**src/rtl/hpsdr_stream_pkg.sv**
```systemverilog
// Shared constants and types for the HPSDR stream blocks.
package hpsdr_stream_pkg;

   localparam int DEFAULT_IN_WIDTH  = 32;
   localparam int DEFAULT_OUT_WIDTH = 16;
   localparam int OVF_COUNT_WIDTH   = 16;

   // Number of narrow sub-words that make up one wide word.
   function automatic int calc_ratio(input int in_width, input int out_width);
      return in_width / out_width;
   endfunction

   localparam int DEFAULT_RATIO = calc_ratio(DEFAULT_IN_WIDTH, DEFAULT_OUT_WIDTH);

   typedef enum logic {
      IDLE,
      ACTIVE
   } out_state_t;

endpackage

```
**src/rtl/sync_word_fifo.sv**
```systemverilog
// Single-clock FIFO with push/pop, full/empty flags and occupancy count.
// A push while full is accepted only if a pop happens in the same cycle.
module sync_word_fifo #(
   parameter int WIDTH = 32,
   parameter int DEPTH = 16
) (
   input  logic                     aclk,
   input  logic                     aresetn,
   input  logic                     push,
   input  logic [WIDTH-1:0]         wdata,
   input  logic                     pop,
   output logic [WIDTH-1:0]         rdata,
   output logic                     full,
   output logic                     empty,
   output logic [$clog2(DEPTH):0]   count
);

   localparam int AW = $clog2(DEPTH);

   logic [WIDTH-1:0] mem [DEPTH];
   logic [AW:0]      wr_ptr;
   logic [AW:0]      rd_ptr;
   logic             push_ok;
   logic             pop_ok;

   assign count   = wr_ptr - rd_ptr;
   assign full    = (count == (AW+1)'(DEPTH));
   assign empty   = (count == '0);
   assign push_ok = push && (!full || pop);
   assign pop_ok  = pop && !empty;
   assign rdata   = mem[rd_ptr[AW-1:0]];

   // Storage array; no reset needed since reads are gated by the pointers.
   always_ff @(posedge aclk) begin
      if (push_ok) begin
         mem[wr_ptr[AW-1:0]] <= wdata;
      end
   end

   // Read and write pointers; the extra MSB distinguishes full from empty.
   always_ff @(posedge aclk or negedge aresetn) begin
      if (!aresetn) begin
         wr_ptr <= '0;
         rd_ptr <= '0;
      end else begin
         if (push_ok) begin
            wr_ptr <= wr_ptr + 1'b1;
         end
         if (pop_ok) begin
            rd_ptr <= rd_ptr + 1'b1;
         end
      end
   end

endmodule

```
**src/rtl/axis_word_unpacker.sv**
```systemverilog
// Buffers wide words from a non-stallable source and emits them as narrow
// AXI4-Stream sub-words, with tlast on the final sub-word of each word.
// Optional macro UNPACK_OVF_COUNT_EN adds a saturating dropped-word counter.
// IN_WIDTH is expected to equal RATIO*OUT_WIDTH.
module axis_word_unpacker
   import hpsdr_stream_pkg::*;
#(
   parameter int IN_WIDTH   = DEFAULT_IN_WIDTH,
   parameter int OUT_WIDTH  = DEFAULT_OUT_WIDTH,
   parameter int RATIO      = DEFAULT_RATIO,
   parameter int FIFO_DEPTH = 16,
   parameter int LOW_FIRST  = 1
) (
   input  logic                            aclk,
   input  logic                            aresetn,
   input  logic [IN_WIDTH-1:0]             s_axis_tdata,
   input  logic                            s_axis_tvalid,
   output logic [OUT_WIDTH-1:0]            m_axis_tdata,
   output logic                            m_axis_tvalid,
   input  logic                            m_axis_tready,
   output logic                            m_axis_tlast,
   output logic [$clog2(FIFO_DEPTH):0]     fifo_count,
   output logic                            overflow,
`ifdef UNPACK_OVF_COUNT_EN
   output logic [OVF_COUNT_WIDTH-1:0]      ovf_count,
`endif
   input  logic                            clear_overflow
);

   localparam int IDX_W = $clog2(RATIO);
   localparam logic [IDX_W-1:0] LAST_IDX = IDX_W'(RATIO - 1);

   out_state_t          state;
   out_state_t          state_nxt;
   logic [IN_WIDTH-1:0] word_reg;
   logic [IDX_W-1:0]    idx;
   logic [IDX_W-1:0]    sel;
   logic [IN_WIDTH-1:0] fifo_rdata;
   logic                fifo_full;
   logic                fifo_empty;
   logic                handshake;
   logic                last_sub;
   logic                pop;
   logic                drop;

   assign handshake = (state == ACTIVE) && m_axis_tready;
   assign last_sub  = (idx == LAST_IDX);
   assign pop       = !fifo_empty && ((state == IDLE) || (handshake && last_sub));
   assign drop      = s_axis_tvalid && fifo_full && !pop;

   sync_word_fifo #(
      .WIDTH (IN_WIDTH),
      .DEPTH (FIFO_DEPTH)
   ) u_fifo (
      .aclk    (aclk),
      .aresetn (aresetn),
      .push    (s_axis_tvalid),
      .wdata   (s_axis_tdata),
      .pop     (pop),
      .rdata   (fifo_rdata),
      .full    (fifo_full),
      .empty   (fifo_empty),
      .count   (fifo_count)
   );

   // Output state register.
   always_ff @(posedge aclk or negedge aresetn) begin
      if (!aresetn) begin
         state <= IDLE;
      end else begin
         state <= state_nxt;
      end
   end

   // Next state: go active on a pop, go idle only after the last sub-word with nothing queued.
   always_comb begin
      state_nxt = state;
      case (state)
         IDLE:    if (!fifo_empty) state_nxt = ACTIVE;
         ACTIVE:  if (handshake && last_sub && fifo_empty) state_nxt = IDLE;
         default: state_nxt = IDLE;
      endcase
   end

   // Current word and sub-word index; a back-to-back pop restarts at index 0 without a bubble.
   always_ff @(posedge aclk or negedge aresetn) begin
      if (!aresetn) begin
         word_reg <= '0;
         idx      <= '0;
      end else if (pop) begin
         word_reg <= fifo_rdata;
         idx      <= '0;
      end else if (handshake) begin
         idx <= last_sub ? '0 : idx + 1'b1;
      end
   end

   // Stream outputs decoded from registered state only, so no input-to-output path exists.
   always_comb begin
      sel           = (LOW_FIRST != 0) ? idx : (LAST_IDX - idx);
      m_axis_tvalid = (state == ACTIVE);
      m_axis_tlast  = (state == ACTIVE) && last_sub;
      m_axis_tdata  = word_reg[int'(sel) * OUT_WIDTH +: OUT_WIDTH];
   end

   // Sticky overflow flag; a new drop wins over a clear in the same cycle.
   always_ff @(posedge aclk or negedge aresetn) begin
      if (!aresetn) begin
         overflow <= 1'b0;
      end else if (drop) begin
         overflow <= 1'b1;
      end else if (clear_overflow) begin
         overflow <= 1'b0;
      end
   end

`ifdef UNPACK_OVF_COUNT_EN
   // Saturating count of dropped words; a drop coinciding with a clear restarts the count at 1.
   always_ff @(posedge aclk or negedge aresetn) begin
      if (!aresetn) begin
         ovf_count <= '0;
      end else if (clear_overflow) begin
         ovf_count <= drop ? OVF_COUNT_WIDTH'(1) : '0;
      end else if (drop && (ovf_count != '1)) begin
         ovf_count <= ovf_count + 1'b1;
      end
   end
`endif

endmodule

```
**config.mk**
```make
export PLATFORM = sky130hd
export DESIGN_NAME = axis_word_unpacker
export DESIGN_NICKNAME = d
export VERILOG_FILES = /design/src/rtl/hpsdr_stream_pkg.sv /design/src/rtl/sync_word_fifo.sv /design/src/rtl/axis_word_unpacker.sv
export SDC_FILE = /design/constraint.sdc
export NUM_CORES = 1
export LEC_CHECK = 0
export ABC_AREA = 1
export ABC_CLOCK_PERIOD_IN_PS = 6160
export CORE_MARGIN = 2
export CORE_UTILIZATION = 35
export CTS_CLUSTER_SIZE = 24
export DETAILED_ROUTE_END_ITERATION = 10
export GPL_TIMING_DRIVEN = 1
export PLACE_DENSITY = 0.51
export SETUP_SLACK_MARGIN = 0.5
export SYNTH_ARGS = -nofsm -noshare
export SYNTH_HDL_FRONTEND = slang
export SYNTH_SLANG_ARGS = --single-unit
```
**constraint.sdc**
```tcl
create_clock -name aclk -period 6.16 [get_ports aclk]
set_clock_uncertainty 0.15 [all_clocks]
set_input_delay 0.924 -clock aclk [delete_from_list [all_inputs] [get_ports aclk]]
set_output_delay 0.924 -clock aclk [all_outputs]
set_load 0.01 [all_outputs]
```
==> results.yml <==
layout:
  design_area_um2: 26200
  diodes: 0
  fillers: 6338
  largest_reg_flops: 512
  fin_nets: 2152
  areaGrowthSynthToFinish_pct: 13.2
  layout-drive-gt1-share_pct: 5.95
  instances_no_fill: 3017
critical_path:
  crit_chain: "ha_1 -> inv_1 -> fa_1 -> inv_1 -> nand2_1 -> nand2_2 -> nor2_2 -> inv_1 -> nor2_2 -> nand2_2 -> nand2_1 -> buf_4 -> nor2_4"
  reg2reg_depth: 13
  arrival_ns: 4.69
  critical_path.max_stage_delay_ns: 0.86
  critPathLaunchType: "flop"
  rrSetupSlack_ns: 1.56
  end_kind: "flop"
  reg2reg_to: "u_fifo.mem[14][9]"
  critPathSlowestCell: "dfrtp_4"
  path_common_cell: "inv_1"
  timing.rr.start: "u_fifo.rd_ptr[0]"
  required_ns: 6.24
  setup.worst_path.class: "reg -> reg"
  critical_path.max_fanout: 58
timing:
  fin_crit_sh_pct: 74.7
  tns_ns: 0
  worstMarginPinSlew_ns: 1.12
  max_freq_mhz: 217
  hold_viol: 0
  fin_crit_ns: 4.60
  slew_headroom_pct: 25.4
  drv_slew: 0
  setup_violations: 0
  hold-worst-slack_ns: 0.0538
  rsz0062_at_grt: "no"
cts:
  cts_tree: "done"
  cts_hold_buf: 0
  htree_levels: 2
  cts_resized: 0
  numCtsBuffers: 57
  clkTransAtPathRegs_ns: 0.06
  clock_latency_ns: 0.62
  postCtsSetupBuffers: 0
  clockRootBuffer: "clkbuf_16"
  cts.sink_count: 557
  clockBufferDepth: 3
global_routing:
  grt_use_total_pct: 17.9
  grt_overflow: 0
  antenna_found_initial: 0
  grt_start_max_net_pins: 205
  first_global_vias: 14300
  grt_pass1_wl_mm: 91.5
routing:
  ant_nets: 0
  drc_errors: 0
  via_per_inst: 4.90
  vias: 14800
  drt-initial-drc-count: 1416
  drt_first_pass_iters: 5
  routedWlPerCell_um: 20.1
  routed_wl_mm: 60.7
logic_synthesis:
  syn-cell-area_um2: 23100
  seq_area_frac_synth_pct: 71.4
  synth-edff-count: 512
  synth.most_common_cell: "nand2_1"
  yosys.area.top_type: "edfxtp_1"
  ys.warnings.count: 0
  syn_avg_cell_area_um2: 11.1
  yosys-top-cells-count: "nand2_1 (717), edfxtp_1 (512), nor2_1 (278)"
  ys.flop_type: "edfxtp_1"
  synth.distinct_cells: 26
  async_flop_share_pct: 8.08
  netlist_top_cells_area: "edfxtp_1 (67%), nand2_1 (12%), dfrtp_1 (4.9%), nor2_1 (4.5%), o21ai_0 (2.6%)"
  syn-num-nets: 2132
  yosysTopAreaCellShare_pct: 66.5
  syn_inst: 2085
  synth_seq_cells: 557
placed_design:
  place_area_um2: 24400
  hpwl_mm: 36.5
  port-buffer-count: 60
  dp_cells: 2910
  globalplace.congestion: 0.830
die:
  die_w_um: 261
  io_pins: 61
  fp.dieH_um: 261
  fp-row-count: 94
  die_area_um2: 68100
  initial_core_util_pct: 35.2
  core_region_area_um2: 65600
power_and_ir_drop:
  p_total_w: 0.0122
  powerDensity_nw_per_um2: 465
  p_leak_nw: 9.63
  ir_drop_mv: 0.225
status:
  status: "finished clean"
flow_run:
  max_cap_viol_count: 0
hold_path:
  hold_path_class: "in -> async"
[area by class of cell]
| class | count | area, um^2 | area share [%] |
|---|---|---|---|
| Inverter | 56 | 216 | 0.828 |
| Clock inverter | 36 | 292 | 1.11 |
| Clock buffer | 71 | 1500 | 5.73 |
| Multi-Input combinational cell | 1358 | 5820 | 22.3 |
| Timing Repair Buffer | 75 | 733 | 2.80 |
| Sequential cell | 557 | 16500 | 63.1 |
| Tap cell | 864 | 1080 | 4.13 |
[cell usage in the layout (no fill, tap or decap), drive strengths merged]
cell,count
buf,16
edfxtp,512
inv,57
clkbuf,71
nor2,282
o21ai,226
dfrtp,45
ha,9
bufinv,4
xor2,7
nand2,720
a21boi,1
nand3,110
fa,1
clkdlybuf4s50,59
a21oi,2
clkinv,30
clkinvlp,1
[worst max-delay path: cells and delay by family, from the launching register on]
kind / cells / cell delay, ns
adders and majority gates: 2 / 0.65
buffers and inverters: 4 / 0.67
DFF: 1 / 0.86
and+or+nand+nor: 7 / 1.79
[worst max-delay path by stage]
stage / from / endpoint / slack (ns) / depth (start not counted)
global route: u_fifo.rd_ptr[0] / u_fifo.mem[14][7] / 1.32 / 13
detailed placement: u_fifo.rd_ptr[0] / u_fifo.mem[8][11] / 1.58 / 13
CTS: u_fifo.rd_ptr[0] / u_fifo.mem[8][12] / 1.58 / 13
global placement: u_fifo.rd_ptr[0] / u_fifo.mem[14][10] / 1.59 / 13
finish: u_fifo.rd_ptr[0] / u_fifo.mem[14][9] / 1.56 / 13
floorplan: u_fifo.rd_ptr[2] / u_fifo.mem[10][0] / 2.14 / 12
[per-layer routing]
| layer | vias up | wire length, um | track usage (%) |
|---|---|---|---|
| met2 | 385 | 26500 | 26.8 |
| met1 | 7261 | 29500 | 27.2 |
| li1 | 7069 | - | - |
| met5 | - | 0 | 0 |
| met3 | 70 | 3660 | 3.10 |
| met4 | 0 | 960 | 3.77 |
[report_power, final]
| group | switching (W) | internal, W |
|---|---|---|
| clock | 0.00144 | 0.00189 |
| combinational | 0.00283 | 0.00119 |
| sequential | 0.000215 | 0.00461 |
| total | 0.00449 | 0.00768 |
[cell families (layout without fill, tap and decap cells)]
| group | after synthesis | count (layout) | share of synthesized area (%) |
|---|---|---|---|
| adder cells (fa/ha/maj) | 10 | 10 | 0.574 |
| flip-flops | 557 | 557 | 71.4 |
| XOR/XNOR | 7 | 7 | 0.265 |
| AO/OA/AOI/OAI | 229 | 229 | 5.03 |
| buffers and inverters | 170 | 238 | 3.98 |
| AND/OR/NAND/NOR | 1112 | 1112 | 18.8 |
[metrics by stage]
step	util, %	worst slack (ns)
6_report	39.9	1.56
3_3_place_gp	37.1	1.59
5_1_grt	39.9	1.32
2_1_floorplan	-	2.14
4_1_cts	39.9	1.58
3_5_place_dp	37.1	1.58
Power figures use the tool's default switching activity.
